### src/rtl/brs_sum_fifo.sv
//==============================================================================
// brs_sum_fifo : adds operand pairs with carry-out and buffers sums in a FIFO
// Revision: 1.0
//==============================================================================
`default_nettype none

module brs_sum_fifo #(
  parameter int WIDTH      = 8,
  parameter int DEPTH_LOG2 = 2
) (
  input  logic                  clk,
  input  logic                  rst_n,
  input  logic                  ena,
  input  logic                  clear,
  input  logic                  in_valid,
  output logic                  in_ready,
  input  logic [WIDTH-1:0]      in_a,
  input  logic [WIDTH-1:0]      in_b,
  output logic                  out_valid,
  input  logic                  out_ready,
  output logic [WIDTH-1:0]      out_data,
  output logic                  out_carry,
  output logic [DEPTH_LOG2:0]   count,
  output logic [7:0]            drop_cnt,
  output logic                  carry_seen
);

  localparam int                  DEPTH      = 1 << DEPTH_LOG2;
  localparam logic [DEPTH_LOG2:0] FULL_COUNT = DEPTH[DEPTH_LOG2:0];
  localparam logic [7:0]          DROP_MAX   = 8'hFF;

  logic [WIDTH:0]        mem [DEPTH];
  logic [DEPTH_LOG2-1:0] wr_ptr;
  logic [DEPTH_LOG2-1:0] rd_ptr;
  logic [WIDTH:0]        sum;
  logic [WIDTH:0]        head;
  logic                  push;
  logic                  pop;
  logic                  drop;

  assign sum = {1'b0, in_a} + {1'b0, in_b};

  // Handshake flags come only from registered occupancy, never from out_ready.
  assign in_ready  = (count != FULL_COUNT);
  assign out_valid = (count != '0);

  // A clear cycle swallows the offered pair without counting it as a drop.
  assign push = ena & ~clear & in_valid & in_ready;
  assign pop  = ena & ~clear & out_valid & out_ready;
  assign drop = ena & ~clear & in_valid & ~in_ready;

  assign head      = out_valid ? mem[rd_ptr] : '0;
  assign out_data  = head[WIDTH-1:0];
  assign out_carry = head[WIDTH];

  always_ff @(posedge clk) begin
    if (push) begin
      mem[wr_ptr] <= sum;
    end
  end

  always_ff @(posedge clk or negedge rst_n) begin
    if (!rst_n) begin
      wr_ptr     <= '0;
      rd_ptr     <= '0;
      count      <= '0;
      drop_cnt   <= '0;
      carry_seen <= 1'b0;
    end else if (ena) begin
      if (clear) begin
        wr_ptr     <= '0;
        rd_ptr     <= '0;
        count      <= '0;
        drop_cnt   <= '0;
        carry_seen <= 1'b0;
      end else begin
        if (push) begin
          wr_ptr <= wr_ptr + 1'b1;
        end
        if (pop) begin
          rd_ptr <= rd_ptr + 1'b1;
        end
        case ({push, pop})
          2'b10:   count <= count + 1'b1;
          2'b01:   count <= count - 1'b1;
          default: count <= count;
        endcase
        if (drop && (drop_cnt != DROP_MAX)) begin
          drop_cnt <= drop_cnt + 1'b1;
        end
        if (push && sum[WIDTH]) begin
          carry_seen <= 1'b1;
        end
      end
    end
  end

endmodule

`default_nettype wire

### config.mk
export PLATFORM = sky130hd
export DESIGN_NAME = brs_sum_fifo
export DESIGN_NICKNAME = d
export VERILOG_FILES = /design/src/rtl/brs_sum_fifo.sv
export SDC_FILE = /design/constraint.sdc
export NUM_CORES = 1
export LEC_CHECK = 0
export CAP_MARGIN = 20
export CORE_AREA = 4 4 99 101
export CTS_CLUSTER_SIZE = 40
export DETAILED_ROUTE_END_ITERATION = 6
export DIE_AREA = 0 0 103 105
export PLACE_DENSITY = 0.56
export SETUP_SLACK_MARGIN = 0.3
export SYNTH_ARGS = -nofsm -noshare
export SYNTH_HDL_FRONTEND = slang
export SYNTH_SLANG_ARGS = --single-unit
### constraint.sdc
create_clock -name clk -period 2 [get_ports clk]
set_input_delay 0.3 -clock clk [delete_from_list [all_inputs] [get_ports clk]]
set_output_delay 0.3 -clock clk [all_outputs]
set_load 0.05 [all_outputs]
# ---- Yosys cells after proc, flatten, opt, wreduce, memory -nomap -nowiden
# Memories as Yosys holds them, arrays and structs flattened.
# Cells that the tools add are included.
dict set report classes {
  addsub 6
  eq_ne 4
  muxes 13
  n_bitwise 8
  n_reduce_logical 13
}
# operator count
set ops {}
lappend ops {{two-way mux 8 bit} 2}
lappend ops {{AND reduction 2 bit} 5}
lappend ops {{adder 8 x 8 -> 9 bit} 1}
lappend ops {{two-way mux 9 bit} 1}
lappend ops {{adder 8 x 1 -> 8 bit, second input constant} 1}
lappend ops {{two-way mux 2 bit} 4}
lappend ops {{inequality test 8 bit, second input constant} 1}
lappend ops {{nonzero test 2 bit} 4}
lappend ops {{bitwise AND 1 bit} 6}
lappend ops {{case mux 3 bit (2 select lines)} 1}
lappend ops {{nonzero test 3 bit} 2}
lappend ops {{adder 2 x 1 -> 2 bit, second input constant} 2}
lappend ops {{two-way mux 1 bit} 4}
lappend ops {{adder 3 x 1 -> 3 bit, second input constant} 1}
lappend ops {{two-way mux 3 bit} 1}
lappend ops {{inequality test 3 bit, second input constant} 1}
lappend ops {{subtractor 3 x 1 -> 3 bit, second input constant} 1}
lappend ops {{== test 2 x 1 -> 1 bit, second input constant} 1}
lappend ops {{== test 2 bit, second input constant} 1}
lappend ops {{logical AND 1 bit} 2}
lappend ops {{inverter 1 bit} 2}
dict set report word_totals {
  register_bits 16
  ramBits 36
  in_bits 22
  output_inout_bits 23
  elab_cells 50
  mem_count 1
}
# memory words word_bits read_ports rd_clocked_by_memory_dff write_ports line
set mem_list {}
lappend mem_list {mem 4 9 1 0 1 32} ;# logic [WIDTH:0] mem [DEPTH];

# ---- Depth between registers and ports, before layout
# Gate-level depths: netlist (run 1).
dict set report depth {
  depth_word 7
  depth_mapped 7
  mapped_depth_nobuf 7
}

# ---- Least setup slack after synthesis (run 1)
# Ideal clock, no wire load.
dict set report synth_timing {
  path_type {register -> register}
  from {register count[1]}
  to {register count[2]}
  setup_ns 0.126
  arrival_ns 2.101
  required_time_ns 1.874
  setup_slack_ns -0.227
  stages_incl_launch_ff 8
  n_path_buf 0
  period_less_slack_ns 2.227
  cell_sequence {dfrtp_1 -> o31a_1 -> o21ai_0 -> nor2_1 -> fa_1 -> a211oi_2 -> a2111oi_0 -> a221o_1}
}
dict set report synth_between {
  elab_chain_len 6
  word_cells_on_any_way 13
  classes_between {add/sub (2); eq/ne (3); mux (2); bitwise (3); reduce/logical (3)}
}
# element line
set synth_lines {}
lappend synth_lines {{start, declared} 23} ;# output logic [DEPTH_LOG2:0] count,
lappend synth_lines {{start signal, assigned} 84} ;# 2'b10: count <= count + 1'b1;
lappend synth_lines {{start signal, assigned} 85} ;# 2'b01: count <= count - 1'b1;
lappend synth_lines {{start signal, assigned} 86} ;# default: count <= count;
lappend synth_lines {{nonzero test 3 bit} 45} ;# assign out_valid = (count != '0);
lappend synth_lines {{bitwise AND 1 bit (2 in series)} 49} ;# assign pop = ena & ~clear & out_valid & out_ready;
lappend synth_lines {{== test 2 x 1 -> 1 bit or == test 2 bit (tied branches)} 83} ;# case ({push, pop})
lappend synth_lines {{case mux 3 bit (2 select lines) or nonzero test 3 bit (tied branches)} n/a}
lappend synth_lines {{two-way mux 3 bit or AND reduction 2 bit (tied branches)} n/a}
# Parallel ways exist; a longest one is shown, timed or not.
# A chain may end at the register's enable or synchronous reset.

# ---- Worst setup path in the final report (run 1)
dict set report layout_timing {
  from {register rd_ptr[0]}
  to {output port out_carry}
}
dict set report layout_between {
  elab_chain_len 2
}
# element line
set layout_lines {}
lappend layout_lines {{start, declared} 34} ;# logic [DEPTH_LOG2-1:0] rd_ptr;
lappend layout_lines {{start signal, assigned} 81} ;# rd_ptr <= rd_ptr + 1'b1;
lappend layout_lines {{memory read (4 x 9 bit)} n/a}
lappend layout_lines {{two-way mux 9 bit} 52} ;# assign head = out_valid ? mem[rd_ptr] : '0;
lappend layout_lines {{end, declared} 22} ;# output logic out_carry,
# No other way between the ends.

==> results of run 1 <==
==> path summary, 6_finish.rpt <==
path	startpoint	to	slack [ns]	cells after the start
max in group asynchronous	rst_n	drop_cnt[3]	1.32	2
worst min register to register	carry_seen	carry_seen	0.51	1
worst min-delay path	rst_n	count[0]	0.22	1
worst max-delay path	rd_ptr[0]	out_carry	0.02	4
min in group clk	in_a[0]	mem[0][0]	0.36	2
worst max register to register	count[0]	count[2]	0.03	7
==> stage by stage <==
stage,hold slack (ns),power (mW),setup TNS (ns)
floorplan,0.00441,2.75,-0.0470
global placement,0.494,3.51,-4.84
detailed placement,0.493,3.52,-6.00
CTS,0.233,4.61,-0.142
global route,0.240,5.07,-0.163
finish,0.225,4.80,0
==> timing repair <==
| item | CTS | global route |
|---|---|---|
| pin swaps | 16 | 16 |
| endpoints found under the setup margin | 88 | 76 |
| cloned | 6 | 0 |
| buffers inserted | 7 | 1 |
| resized for setup | 60 | 51 |
==> Yosys cell counts (all sizes together) <==
cell type / count / area, um^2
o31ai: 8 / 60.1
a211oi: 3 / 27.5
nor4: 1 / 6.26
a31o: 1 / 8.76
a22o: 2 / 17.5
or3: 1 / 6.26
nor2b: 9 / 56.3
edfxtp: 36 / 1080
ha: 13 / 163
o21ai: 11 / 55.1
a21oi: 9 / 45.0
xnor2: 5 / 43.8
o21bai: 3 / 22.5
nor2: 4 / 15.0
or2b: 1 / 7.51
a21o: 3 / 22.5
nand3: 8 / 40.0
o2bb2ai: 1 / 8.76
nor3b: 1 / 18.8
o31a: 2 / 17.5
buf: 4 / 18.8
xor2: 2 / 17.5
inv: 9 / 33.8
a2111oi: 1 / 8.76
a221o: 1 / 10.0
fa: 2 / 40.0
nand2: 8 / 30.0
o211ai: 2 / 15.0
nand2b: 2 / 12.5
mux4: 9 / 203
and3b: 1 / 8.76
dfrtp: 16 / 400
nand3b: 1 / 7.51
o311ai: 1 / 26.3
nor3: 3 / 15.0
clkbuf: 1 / 3.75
mux2: 1 / 11.3
and3: 5 / 31.3
and2: 1 / 6.26
or4: 3 / 22.5
==> critical path, stage by stage, from the launching register on <==
cell,delay [ns]
dfrtp_2,0.42
buf_12,0.14
mux4_2,0.53
nor2b_4,0.15
buf_6,0.14
==> registers in the layout, indices dropped and copies added, names as in the netlist <==
register and cells:
rd_ptr 2, wr_ptr 2, mem 36, drop_cnt 8, carry_seen 1, count 3
==> cells in the final DEF (no fill, tap or decap), types with 4 or more instances in the layout <==
cell,n
xnor2_2,4
dfrtp_1,5
buf_8,5
dfrtp_2,9
o31ai_1,6
a21oi_2,4
dlygate4sd2_1,12
ha_1,10
buf_6,12
nand3_1,5
nand2_1,7
nor2b_4,8
clkdlybuf4s50_1,16
buf_12,6
and3_4,4
edfxtp_1,36
o21ai_1,6
buf_16,4
mux4_2,9
clkbuf_8,5
inv_1,8
a21oi_1,4
buf_4,28
==> where the power goes <==
part,internal (mW),switching (mW)
logic,1.33,1.50
clock network,0.238,0.332
registers,1.29,0.107
==> cell families after synthesis <==
logic type / synth area share (%)
flops: 56.0
fa+ha+maj: 7.66
simple gates: 10.7
xor+xnor: 2.32
buf+inv: 2.13
mux: 8.09
compound gates: 13.1
==> layout make-up <==
| cell class | count | share of cell area [%] |
|---|---|---|
| well taps | 111 | 3.38 |
| inverters | 9 | 0.913 |
| flip-flops and latches | 52 | 36.5 |
| clock inverters | 2 | 0.304 |
| clock buffers | 5 | 1.67 |
| repair buffers | 88 | 23.7 |
| multi-input cells | 129 | 33.6 |
==> metal layers <==
metal  vias up  GRT usage, %  part of all wire, %
li1        935             -                    -
met1       961          16.0                   46
met2        29          19.5                   51
met3         4          1.67                  2.8
met4         0          3.70                 0.97
met5         -             0                    0
==> out/qor.yml, run 1 <==
clock_network:
  cts.sinks: 52
  ctsHoldBuffers: 0
  clockBufferDepth: 2
  clk_pin_slew_ns: 0.09
  numCtsBuffers: 5
  htree_levels: 2
  cts_tree: "yes"
  clockRootBuffer: "clkbuf_8"
  clk_latency_ns: 0.30
finish:
  areaGrowthSynthToFinish_pct: 55.4
  layout-drive-gt1-share_pct: 46.0
  ff_latch_area_mm2: 0.00150
  diodes: 0
  final_util_pct: 45.6
  fin_cells: 396
  fin_nets: 322
  fill_cells: 816
  design_area_mm2: 0.00411
  multi_input_area_mm2: 0.00138
floorplan:
  initial_core_util_pct: 29.3
  die_y_um: 105
  core_area_mm2: 0.00902
  rows: 35
  ios: 45
  die_area_mm2: 0.0108
  die_x_um: 103
timing:
  final-setup-viol-count: 0
  clock_skew_ns: 0.00309
  rsz0062_at_grt: "true"
  setup_slack_ns: 0.0168
  worstMarginPinSlew_ns: 0.520
  hold_viol: 0
  fmax_ghz: 0.504
  period_minus_slack_ns: 1.98
  drv_slew: 0
  timing.final.crit_share_pct: 99.2
  slew_headroom_pct: 65.5
yosys:
  syn_avg_cell_area_um2: 13.6
  ys_seq_area_share_pct: 56.0
  yosysWarningCount: 0
  synth_area_mm2: 0.00265
  synth.distinct_cells: 42
  netlist_instances: 195
  synth_nets: 232
  ys_ff_latch: 52
placed_design:
  place_hpwl_um: 4160
  dp.cells: 375
  place_congestion: 0.804
  post-place-ws_ns: -0.269
  postPlaceCellArea_mm2: 0.00350
  port_buffers: 44
critical_path:
  startpoint_type: "flop"
  endpoint_kind: "output pin"
  critPathKind: "reg2out"
  required_ns: 1.70
  critPathMaxFanout: 6
  worstPathArrival_ns: 1.68
detailed_routing:
  vias_per_cell: 4.87
  drt-total-wl_um: 6060
  first_pass_iters: 4
  vias: 1929
  antenna_left: 0
  post-route-drc-count: 0
  drt_iter0_drc: 46
  wl_per_cell_um: 15.3
min_path:
  hold_path_class: "in2async"
grt:
  grt_pass1_vias: 1995
  antenna_found_initial: 0
  grt_max_degree: 16
  overflow: 0
  grt_pass1_wl_um: 10000
  track_usage_pct: 11.9
power:
  leakage_nw: 1.59
  cellPowerDensity_mw_per_mm2: 1170
  peakVddDrop_uv: 442
job:
  maxCapViolCount: 0
outcome:
  status: "complete, no violations"
Power figures use the tool's default switching activity.
==> inputs of run 2 (changes only) <==
CORE_AREA = 4 4 80 82   (was 4 4 99 101)
CTS_CLUSTER_DIAMETER = 150   (was not set)
DIE_AREA = 0 0 84 86   (was 0 0 103 105)
PLACE_DENSITY = 0.79   (was 0.56)
TNS_END_PERCENT = 30   (was not set)
==> out/qor.yml, run 2 (synthesis gave the netlist of run 1 again) <==
finish:
  layout-drive-gt1-share_pct: 38.4  # -7.6 points
  fin_cells: 359  # -9.3%
  largest_reg_flops: 36  # unchanged
  diodes: 0  # unchanged
  fin_nets: 320  # -0.62%
  final_common_cell: "edfxtp_1"
  reg_top3: "mem: 36 flops, drop_cnt: 8 flops, count: 3 flops"
  layout_common_cells: "36 x edfxtp_1, 32 x buf_4, 20 x buf_6"
  largest_register: "mem"
  final_util_pct: 66.2  # +21 points
  design_area_mm2: 0.00381  # -7.4%
  areaGrowthSynthToFinish_pct: 43.9
timing:
  setup_slack_ns: -0.136  # -0.153 ns
  timing.final.crit_share_pct: 107  # +7.6 points
  worstMarginPinSlew_ns: 0.515  # -0.00498 ns
  rsz0062_at_grt: "true"
  hold_viol: 0  # unchanged
  final.setup.tns_ns: -0.154  # -0.154 ns
  slew_headroom_pct: 65.6  # +0.14 points
  period_minus_slack_ns: 2.14  # +0.153 ns
  drv_slew: 0  # unchanged
  final-setup-viol-count: 2  # +2
  holdWs_ns: 0.302  # +0.0771 ns
  fmax_ghz: 0.468  # -7.2%
  clock_skew_ns: 0.00912  # +0.00603 ns
power:
  leakage_nw: 1.60  # +0.32%
  peakVddDrop_uv: 891  # +100%
  power_mw: 4.64  # -3.5%
  cellPowerDensity_mw_per_mm2: 1220  # +4.3%
placed_design:
  place_congestion: 0.750  # -6.7%
  port_buffers: 44  # unchanged
  dp.cells: 341  # -9.1%
  post-place-ws_ns: -0.447  # -0.179 ns
  place_hpwl_um: 4010  # -3.5%
  postPlaceCellArea_mm2: 0.00338  # -3.5%
detailed_routing:
  vias_per_cell: 5.44  # +12%
  wl_per_cell_um: 17.0  # +11%
  drt_iter0_drc: 77  # +67%
  post-route-drc-count: 0  # unchanged
  first_pass_iters: 4  # unchanged
  vias: 1953  # +1.2%
  antenna_left: 0  # unchanged
  drt-total-wl_um: 6100  # +0.66%
clock_network:
  cts_tree: "yes"
  htree_levels: 2  # unchanged
  cts.sinks: 52  # unchanged
  ctsHoldBuffers: 0  # unchanged
  numCtsBuffers: 5  # unchanged
  clockRootBuffer: "clkbuf_8"
  clk_latency_ns: 0.31  # about the same
  clk_pin_slew_ns: 0.10  # about the same
  clockBufferDepth: 2  # unchanged
floorplan:
  die_y_um: 86  # -18%
  ios: 45  # unchanged
  core_area_mm2: 0.00575  # -36%
  die_x_um: 84  # -18%
  die_area_mm2: 0.00722  # -33%
  rows: 28  # -20%
  initial_core_util_pct: 46.0  # +17 points
critical_path:
  endpoint_kind: "flop"
  critPathKind: "reg2reg"
  required_ns: 2.19  # +0.49 ns
  slowest_stage: "dfrtp_4"
  critPathMaxFanout: 3  # -3
  crit_chain: "o31a_1 > o21ai_2 > nor2_1 > fa_2 > a211oi_2 > a2111oi_2 > a221o_1"
  startpoint_type: "flop"
  cpPeakStageDelay_ns: 0.49  # -0.04 ns
  worstPathArrival_ns: 2.33  # +0.65 ns
job:
  maxCapViolCount: 0  # unchanged
grt:
  grt_pass1_vias: 1918  # -3.9%
  overflow: 0  # unchanged
  grt_max_degree: 19  # +3
  grt_pass1_wl_um: 9110  # -8.8%
  antenna_found_initial: 0  # unchanged
  track_usage_pct: 15.7  # +3.9 points
outcome:
  status: "complete, but fails checks"
  failed_checks: "negative setup slack"
min_path:
  hold_path_class: "in2async"
==> run 2: changes by cell type in the layout (fill, tap and decap cells not counted), sizes merged <==
| cell | previous run | this run |
|---|---|---|
| inv | 8 | 9 |
| dlygate4sd2 | 12 | 6 |
| clkinv | 2 | 1 |
| dlymetal6s2s | 1 | 7 |
| clkbuf | 8 | 7 |
| buf | 55 | 54 |
| clkinvlp | 1 | 2 |
==> run 2: layer usage <==
metal	routed length [um]	GRT usage, %	up-vias
li1	-	-	935
met1	2590	20.0	966
met2	3250	27.9	44
met3	176	2.69	8
met4	87	4.39	0
met5	0	0	-
==> run 2: area by class of cell <==
type / instances / area (um^2)
Sequential cell: 52 / 1490
Fill cell: 417 / 1940
Tap cell: 75 / 93.8
Timing Repair Buffer: 86 / 818
Inverter: 9 / 37.5
Clock buffer: 5 / 68.8
Clock inverter: 3 / 27.5
Multi-Input combinational cell: 129 / 1270
==> run 2: worst max-delay path: cells and delay by family (launching register included) <==
family                   cells  cell delay, ns
AO/OA/AOI/OAI                5            1.07
adder cells (fa/ha/maj)      1            0.39
flip-flops                   1            0.49
AND/OR/NAND/NOR              1            0.08
==> run 2: report_power, final <==
group | switching, mW | leakage (nW) | total [mW] | internal (mW)
sequential | 0.0987 | 0.536 | 1.39 | 1.29
clock | 0.370 | 0.0463 | 0.628 | 0.257
combinational | 1.45 | 1.02 | 2.62 | 1.17
total | 1.92 | 1.60 | 4.64 | 2.72
==> run 2: worst paths after layout <==
| path | from | to | slack (ns) | cells past startpoint |
|---|---|---|---|---|
| worst min register to register | carry_seen | carry_seen | 0.53 | 1 |
| max in group asynchronous | rst_n | count[0] | 1.49 | 2 |
| worst min-delay path | rst_n | count[1] | 0.30 | 2 |
| worst max register to register | count[0] | count[2] | -0.14 | 7 |
| min in group clk | in_b[0] | mem[2][0] | 0.37 | 2 |
| worst max-delay path | count[0] | count[2] | -0.14 | 7 |
==> run 2: timing repair <==
| item | in CTS | in global routing |
|---|---|---|
| pin swaps | 7 | 17 |
| resized for setup | 33 | 52 |
| endpoints found under the setup margin | 86 | 86 |
| cloned | 0 | 1 |
| buffers inserted | 7 | 2 |
